--- src/rtl/matmul_feeder.sv ---
// Host-loaded weight/input buffers streamed to the matmul core as start -> N weights -> T inputs,
// then one result beat is captured. Optional WAIT_RES timeout when MMF_TIMEOUT_EN is defined.
module matmul_feeder #(
  parameter int N       = 5,
  parameter int T       = 10,
  parameter int TIMEOUT = 64
) (
  input  logic        CLK,
  input  logic        RSTN,
  input  logic        wr_en_i,
  input  logic        wr_sel_i,
  input  logic [3:0]  wr_addr_i,
  input  logic [39:0] wr_data_i,
  input  logic        start_i,
  output logic        busy_o,
  output logic        done_o,
  output logic        mm_start_o,
  output logic [39:0] weight_o,
  output logic        enw_o,
  output logic [39:0] in_o,
  output logic        eni_o,
  input  logic [39:0] mm_out_i,
  input  logic        mm_val_i,
  input  logic        mm_ov_i,
  output logic [39:0] res_o,
  output logic        ov_o,
  output logic        err_o
);

  localparam int NUM_LANES = 5;
  localparam int VEC_W     = 8;
  localparam logic [4:0] N_LIM  = 5'(N);
  localparam logic [4:0] T_LIM  = 5'(T);
  localparam logic [3:0] N_LAST = 4'(N - 1);
  localparam logic [3:0] T_LAST = 4'(T - 1);

  typedef enum logic [2:0] {IDLE, KICK, SEND_W, SEND_I, WAIT_RES, FIN} state_t;

  state_t state;
  logic [3:0] cnt;
  logic [3:0] cnt_nx;
  logic       wr_ok;

  // Row storage is a full 16 deep so the 4-bit beat counter indexes it directly.
  logic [NUM_LANES-1:0][VEC_W-1:0] wbuf [16];
  logic [NUM_LANES-1:0][VEC_W-1:0] ibuf [16];

  assign cnt_nx = cnt + 4'd1;
  assign wr_ok  = wr_en_i && !busy_o &&
                  (wr_sel_i ? ({1'b0, wr_addr_i} < T_LIM) : ({1'b0, wr_addr_i} < N_LIM));

  always_ff @(posedge CLK) begin
    if (wr_ok) begin
      if (wr_sel_i) ibuf[wr_addr_i] <= wr_data_i;
      else          wbuf[wr_addr_i] <= wr_data_i;
    end
  end

`ifdef MMF_TIMEOUT_EN
  localparam int TW = (TIMEOUT > 1) ? $clog2(TIMEOUT + 1) : 1;
  localparam logic [TW-1:0] TO_LAST = TW'(TIMEOUT - 1);
  logic [TW-1:0] tcnt;
`else
  localparam bit TIMEOUT_IGNORED = (TIMEOUT > 0);
  assign err_o = 1'b0 & TIMEOUT_IGNORED;
`endif

  always_ff @(posedge CLK or negedge RSTN) begin
    if (!RSTN) begin
      state      <= IDLE;
      cnt        <= '0;
      busy_o     <= 1'b0;
      done_o     <= 1'b0;
      mm_start_o <= 1'b0;
      weight_o   <= '0;
      enw_o      <= 1'b0;
      in_o       <= '0;
      eni_o      <= 1'b0;
      res_o      <= '0;
      ov_o       <= 1'b0;
`ifdef MMF_TIMEOUT_EN
      tcnt       <= '0;
      err_o      <= 1'b0;
`endif
    end else begin
      mm_start_o <= 1'b0;
      done_o     <= 1'b0;
      case (state)
        IDLE: if (start_i) begin
          state      <= KICK;
          busy_o     <= 1'b1;
          mm_start_o <= 1'b1;
`ifdef MMF_TIMEOUT_EN
          err_o      <= 1'b0;
`endif
        end
        KICK: begin
          state    <= SEND_W;
          enw_o    <= 1'b1;
          weight_o <= wbuf[0];
          cnt      <= '0;
        end
        // cnt holds the row currently on the bus, so the last beat is row N-1 / T-1.
        SEND_W: if (cnt == N_LAST) begin
          state    <= SEND_I;
          enw_o    <= 1'b0;
          weight_o <= '0;
          eni_o    <= 1'b1;
          in_o     <= ibuf[0];
          cnt      <= '0;
        end else begin
          cnt      <= cnt_nx;
          weight_o <= wbuf[cnt_nx];
        end
        SEND_I: if (cnt == T_LAST) begin
          state <= WAIT_RES;
          eni_o <= 1'b0;
          in_o  <= '0;
          cnt   <= '0;
`ifdef MMF_TIMEOUT_EN
          tcnt  <= '0;
`endif
        end else begin
          cnt  <= cnt_nx;
          in_o <= ibuf[cnt_nx];
        end
        WAIT_RES: if (mm_val_i) begin
          res_o  <= mm_out_i;
          ov_o   <= mm_ov_i;
          state  <= FIN;
          done_o <= 1'b1;
          busy_o <= 1'b0;
        end
`ifdef MMF_TIMEOUT_EN
        else if (tcnt == TO_LAST) begin
          err_o  <= 1'b1;
          ov_o   <= 1'b0;
          state  <= FIN;
          done_o <= 1'b1;
          busy_o <= 1'b0;
          tcnt   <= '0;
        end else begin
          tcnt <= tcnt + 1'b1;
        end
`endif
        FIN:     state <= IDLE;
        default: state <= IDLE;
      endcase
    end
  end

endmodule

--- config.mk ---
export PLATFORM = sky130hd
export DESIGN_NAME = matmul_feeder
export DESIGN_NICKNAME = d
export VERILOG_FILES = /design/src/rtl/matmul_feeder.sv
export SDC_FILE = /design/constraint.sdc
export NUM_CORES = 1
export LEC_CHECK = 0
export CAP_MARGIN = 25
export CORE_AREA = 2 2 369 371
export DETAILED_ROUTE_END_ITERATION = 8
export DIE_AREA = 0 0 371 373
export PLACE_DENSITY_LB_ADDON = 0.2
export SLEW_MARGIN = 0
export SYNTH_ARGS = -nofsm -noshare
export SYNTH_HDL_FRONTEND = slang
export SYNTH_SLANG_ARGS = --single-unit
--- constraint.sdc ---
create_clock -name CLK -period 11.5 [get_ports CLK]
set_clock_uncertainty 0.2 [all_clocks]
set_input_delay 1.725 -clock CLK [delete_from_list [all_inputs] [get_ports CLK]]
set_output_delay 1.725 -clock CLK [all_outputs]
set_load 0.02 [all_outputs]
==> impl_metrics.py <==
metrics = {
    "floorplanning": {
        "core_um2": 135000,
        "start_util_pct": 40.6,
        "die_w_um": 371,
        "fp.dieArea_um2": 138000,
        "num_rows": 135,
        "die_h_um": 373,
        "io_pins": 218,
    },
    "logic_synthesis": {
        "ys_seq_area_share_pct": 76.4,
        "yosysWarnings": 0,
        "ys_seq_elements": 1413,
        "synth_cells": 2448,
        "netlist_area_um2": 54700,
        "ys_types": 43,
        "synth.avg_cell_area_um2": 22.3,
    },
    "setup_path": {
        "r2r_start": "cnt[0]",
        "crit_path_end_kind": "register",
        "criticalPathCategory": "in2reg",
        "cp_cell_sequence": "clkdlybuf4s50_1, nor4b_1, nand2b_1, nor3_2, buf_4",
        "start_kind": "primary input",
        "crit_family": "simple AND/OR/NAND/NOR gates",
        "slowest_stage": "buf_4",
        "path_max_fanout": 40,
        "critical_path_arrival_ps": 4290,
        "crit_buf_inv": 2,
        "crit_path_start": "wr_addr_i[3]",
        "cp.required_ps": 11670,
        "crit_path_max_incr_delay_ps": 740,
    },
    "outcome": {
        "outcome": "finished clean",
    },
    "clocking": {
        "root_buffer": "clkbuf_16",
        "cts_hold_buf": 0,
        "cts_max_level": 4,
        "path_clk_slew_ps": 60,
        "cts_tree": "yes",
        "clock_path_buffers": 3,
        "cts.sinks": 1413,
        "cts_made_buffers": 150,
        "postCtsSetupRepairBufs": 0,
        "ctsResizeCount": 0,
        "clock_latency_ps": 770,
    },
    "global_routing": {
        "grt_antenna_before_repair": 8,
        "busiest_layer": "met2",
        "grt_util_all_layers_pct": 17.7,
        "grt_pass1_vias": 27700,
        "use_met3_pct": 3.75,
        "grt-ovfl-total": 0,
        "grt_max_degree": 160,
        "grtUsageMet1_pct": 24.7,
        "grt_pass1_wl_um": 180000,
        "met2_usage_pct": 28.2,
    },
    "hold_path": {
        "hp-class": "reg2reg",
        "min_from": "res_o[19]",
    },
    "final_layout": {
        "area_delta_synth_final_pct": 22.0,
        "layout_common_cells": "edfxtp_1 (1,280), conb_1 (681), mux4_2 (320)",
        "instances_no_fill": 5322,
        "layout-drive-gt1-share_pct": 18.1,
        "final_common_cell": "edfxtp_1",
        "fill_cells": 11200,
        "final_nets": 3509,
    },
    "placement": {
        "place_hpwl_um": 62300,
        "dp.cells": 5019,
        "gp_congestion": 0.702,
        "pre_cts_ws_ps": 6670,
        "portBuffers": 216,
    },
    "routing": {
        "drtIter0Drc": 2260,
        "first_pass_iters": 6,
        "vias": 26900,
        "wl_um": 121000,
        "drc": 0,
        "detail_route.vias_per_cell": 5.05,
        "ant_nets": 0,
        "wl_per_cell_um": 22.7,
    },
    "sta": {
        "max_freq_mhz": 242,
        "fin_ws_ps": 7370,
        "final.min_clock_period_ps": 4130,
        "setup_tns_ps": 0,
        "finalMaxSlewViolations": 0,
        "rsz0062_at_grt": "false",
        "hold_violations": 0,
        "relSlewSlack_pct": 24.7,
        "post-route-period-util_pct": 35.9,
        "worst_slew_pin_slew_ps": 1130,
        "final-setup-viol-count": 0,
    },
    "power_and_ir_drop": {
        "p_leak_nw": 24.3,
        "peakVddDrop_mv": 0.542,
        "fin_total_pwr_w": 0.0166,
        "powerDensity_nw_per_um2": 249,
    },
    "run": {
        "max_cap_violations": 0,
    },
}
==> report_power, final <==
group	switching (W)	total (W)	internal [W]	leakage, nW
combinational	0.00289	0.00546	0.00256	8.24
clock	0.00195	0.00472	0.00277	2.36
sequential	0.000327	0.00641	0.00608	13.7
==> state kept, by name, summed over array words and instances, names as in the netlist <==
signal	cells
weight_o	40
cnt	4
done_o	1
in_o	40
busy_o	1
mm_start_o	1
ov_o	1
ibuf	640
wbuf	640
eni_o	1
state	3
enw_o	1
res_o	40
==> worst paths after layout <==
kind / depth (start not counted) / endpoint / slack [ps]
setup reg to reg: 6 / weight_o[15] / 7370
max in group asynchronous: 3 / cnt[0] / 8490
hold / removal: 1 / res_o[19] / 280
min in group asynchronous: 1 / ov_o / 800
hold reg to reg: 1 / res_o[19] / 280
setup / recovery: 5 / wbuf[0][24] / 7370
==> worst register-to-register path: cells and delay by family, from the launching register on <==
| kind | cells | cell delay [ps] |
|---|---|---|
| flip-flops | 1 | 770 |
| buffers and inverters | 2 | 1760 |
| AO/OA/AOI/OAI | 1 | 130 |
| XOR/XNOR | 1 | 570 |
| multiplexers | 1 | 330 |
| AND/OR/NAND/NOR | 1 | 200 |
==> routing by layer <==
layer | share of wire, % | vias up | wire [µm]
met4 | 2.1 | 4 | 2550
li1 | - | 11700 | -
met2 | 48 | 784 | 58300
met3 | 6.1 | 177 | 7350
met1 | 44 | 14200 | 52600
met5 | 0.019 | - | 23
==> stage by stage <==
stage	util (%)	instance area [µm²]	hold WS (ps)
after floorplan	-	57200	342
after global placement	45.3	61000	266
after detailed placement	45.5	61300	275
after CTS	49.1	66100	289
after global routing	49.5	66700	294
final	49.5	66700	281
==> cell usage after synthesis <==
| cell | instances | area [µm²] |
|---|---|---|
| buf_12 | 10 | 200 |
| buf_6 | 35 | 394 |
| bufbuf_8 | 2 | 37.5 |
| nand3_1 | 42 | 210 |
| mux2_1 | 41 | 462 |
| or3_1 | 1 | 6.26 |
| edfxtp_1 | 1280 | 38400 |
| xor2_2 | 1 | 16.3 |
| nand2b_1 | 7 | 43.8 |
| nor3b_4 | 1 | 18.8 |
| o22ai_1 | 2 | 12.5 |
| xor2_1 | 1 | 8.76 |
| nand3b_1 | 4 | 30.0 |
| a22o_1 | 41 | 359 |
| a21oi_1 | 7 | 35.0 |
| conb_1 | 1 | 3.75 |
| or4b_1 | 1 | 10.0 |
| o21ai_1 | 1 | 5.00 |
| xnor2_1 | 2 | 17.5 |
| nor3_1 | 4 | 20.0 |
| buf_4 | 5 | 37.5 |
| mux2_2 | 1 | 11.3 |
| nand2_1 | 7 | 26.3 |
| and3_1 | 1 | 6.26 |
| nor4b_1 | 2 | 17.5 |
| o221ai_1 | 80 | 701 |
| clkbuf_4 | 4 | 30.0 |
| a21o_1 | 40 | 300 |
| nor2_1 | 18 | 67.6 |
| o21ai_0 | 43 | 215 |
| mux2i_1 | 161 | 1610 |
| inv_1 | 3 | 11.3 |
| a22oi_1 | 40 | 300 |
| dfrtp_1 | 133 | 3330 |
| clkbuf_1 | 71 | 267 |
| buf_2 | 24 | 120 |
| ha_1 | 3 | 37.5 |
| o21bai_1 | 1 | 7.51 |
| or3b_1 | 1 | 8.76 |
| nand3_2 | 1 | 10.0 |
| buf_1 | 2 | 7.51 |
| and3b_1 | 3 | 26.3 |
| mux4_2 | 320 | 7210 |
==> cell families after synthesis <==
kind of cell	synth area share, %
other	0.00686
adders and majority gates	0.0687
AOI/OAI and AO/OA	3.54
muxes	17.0
xor gates and xnor gates	0.0778
DFF	76.4
and+or+nand+nor	0.918
buffers and inverters	2.02
==> layout make-up <==
cell class,instances,area (µm²),area share [%]
inverters,3,11.3,0.0169
clock buffers,217,4280,6.42
clock inverters,60,557,0.835
diodes,1,2.50,0.00375
well taps,1781,2230,3.34
flip-flops and latches,1413,41800,62.6
multi-input cells,1559,14500,21.8
repair buffers,288,3300,4.95
Power figures use the tool's default switching activity.
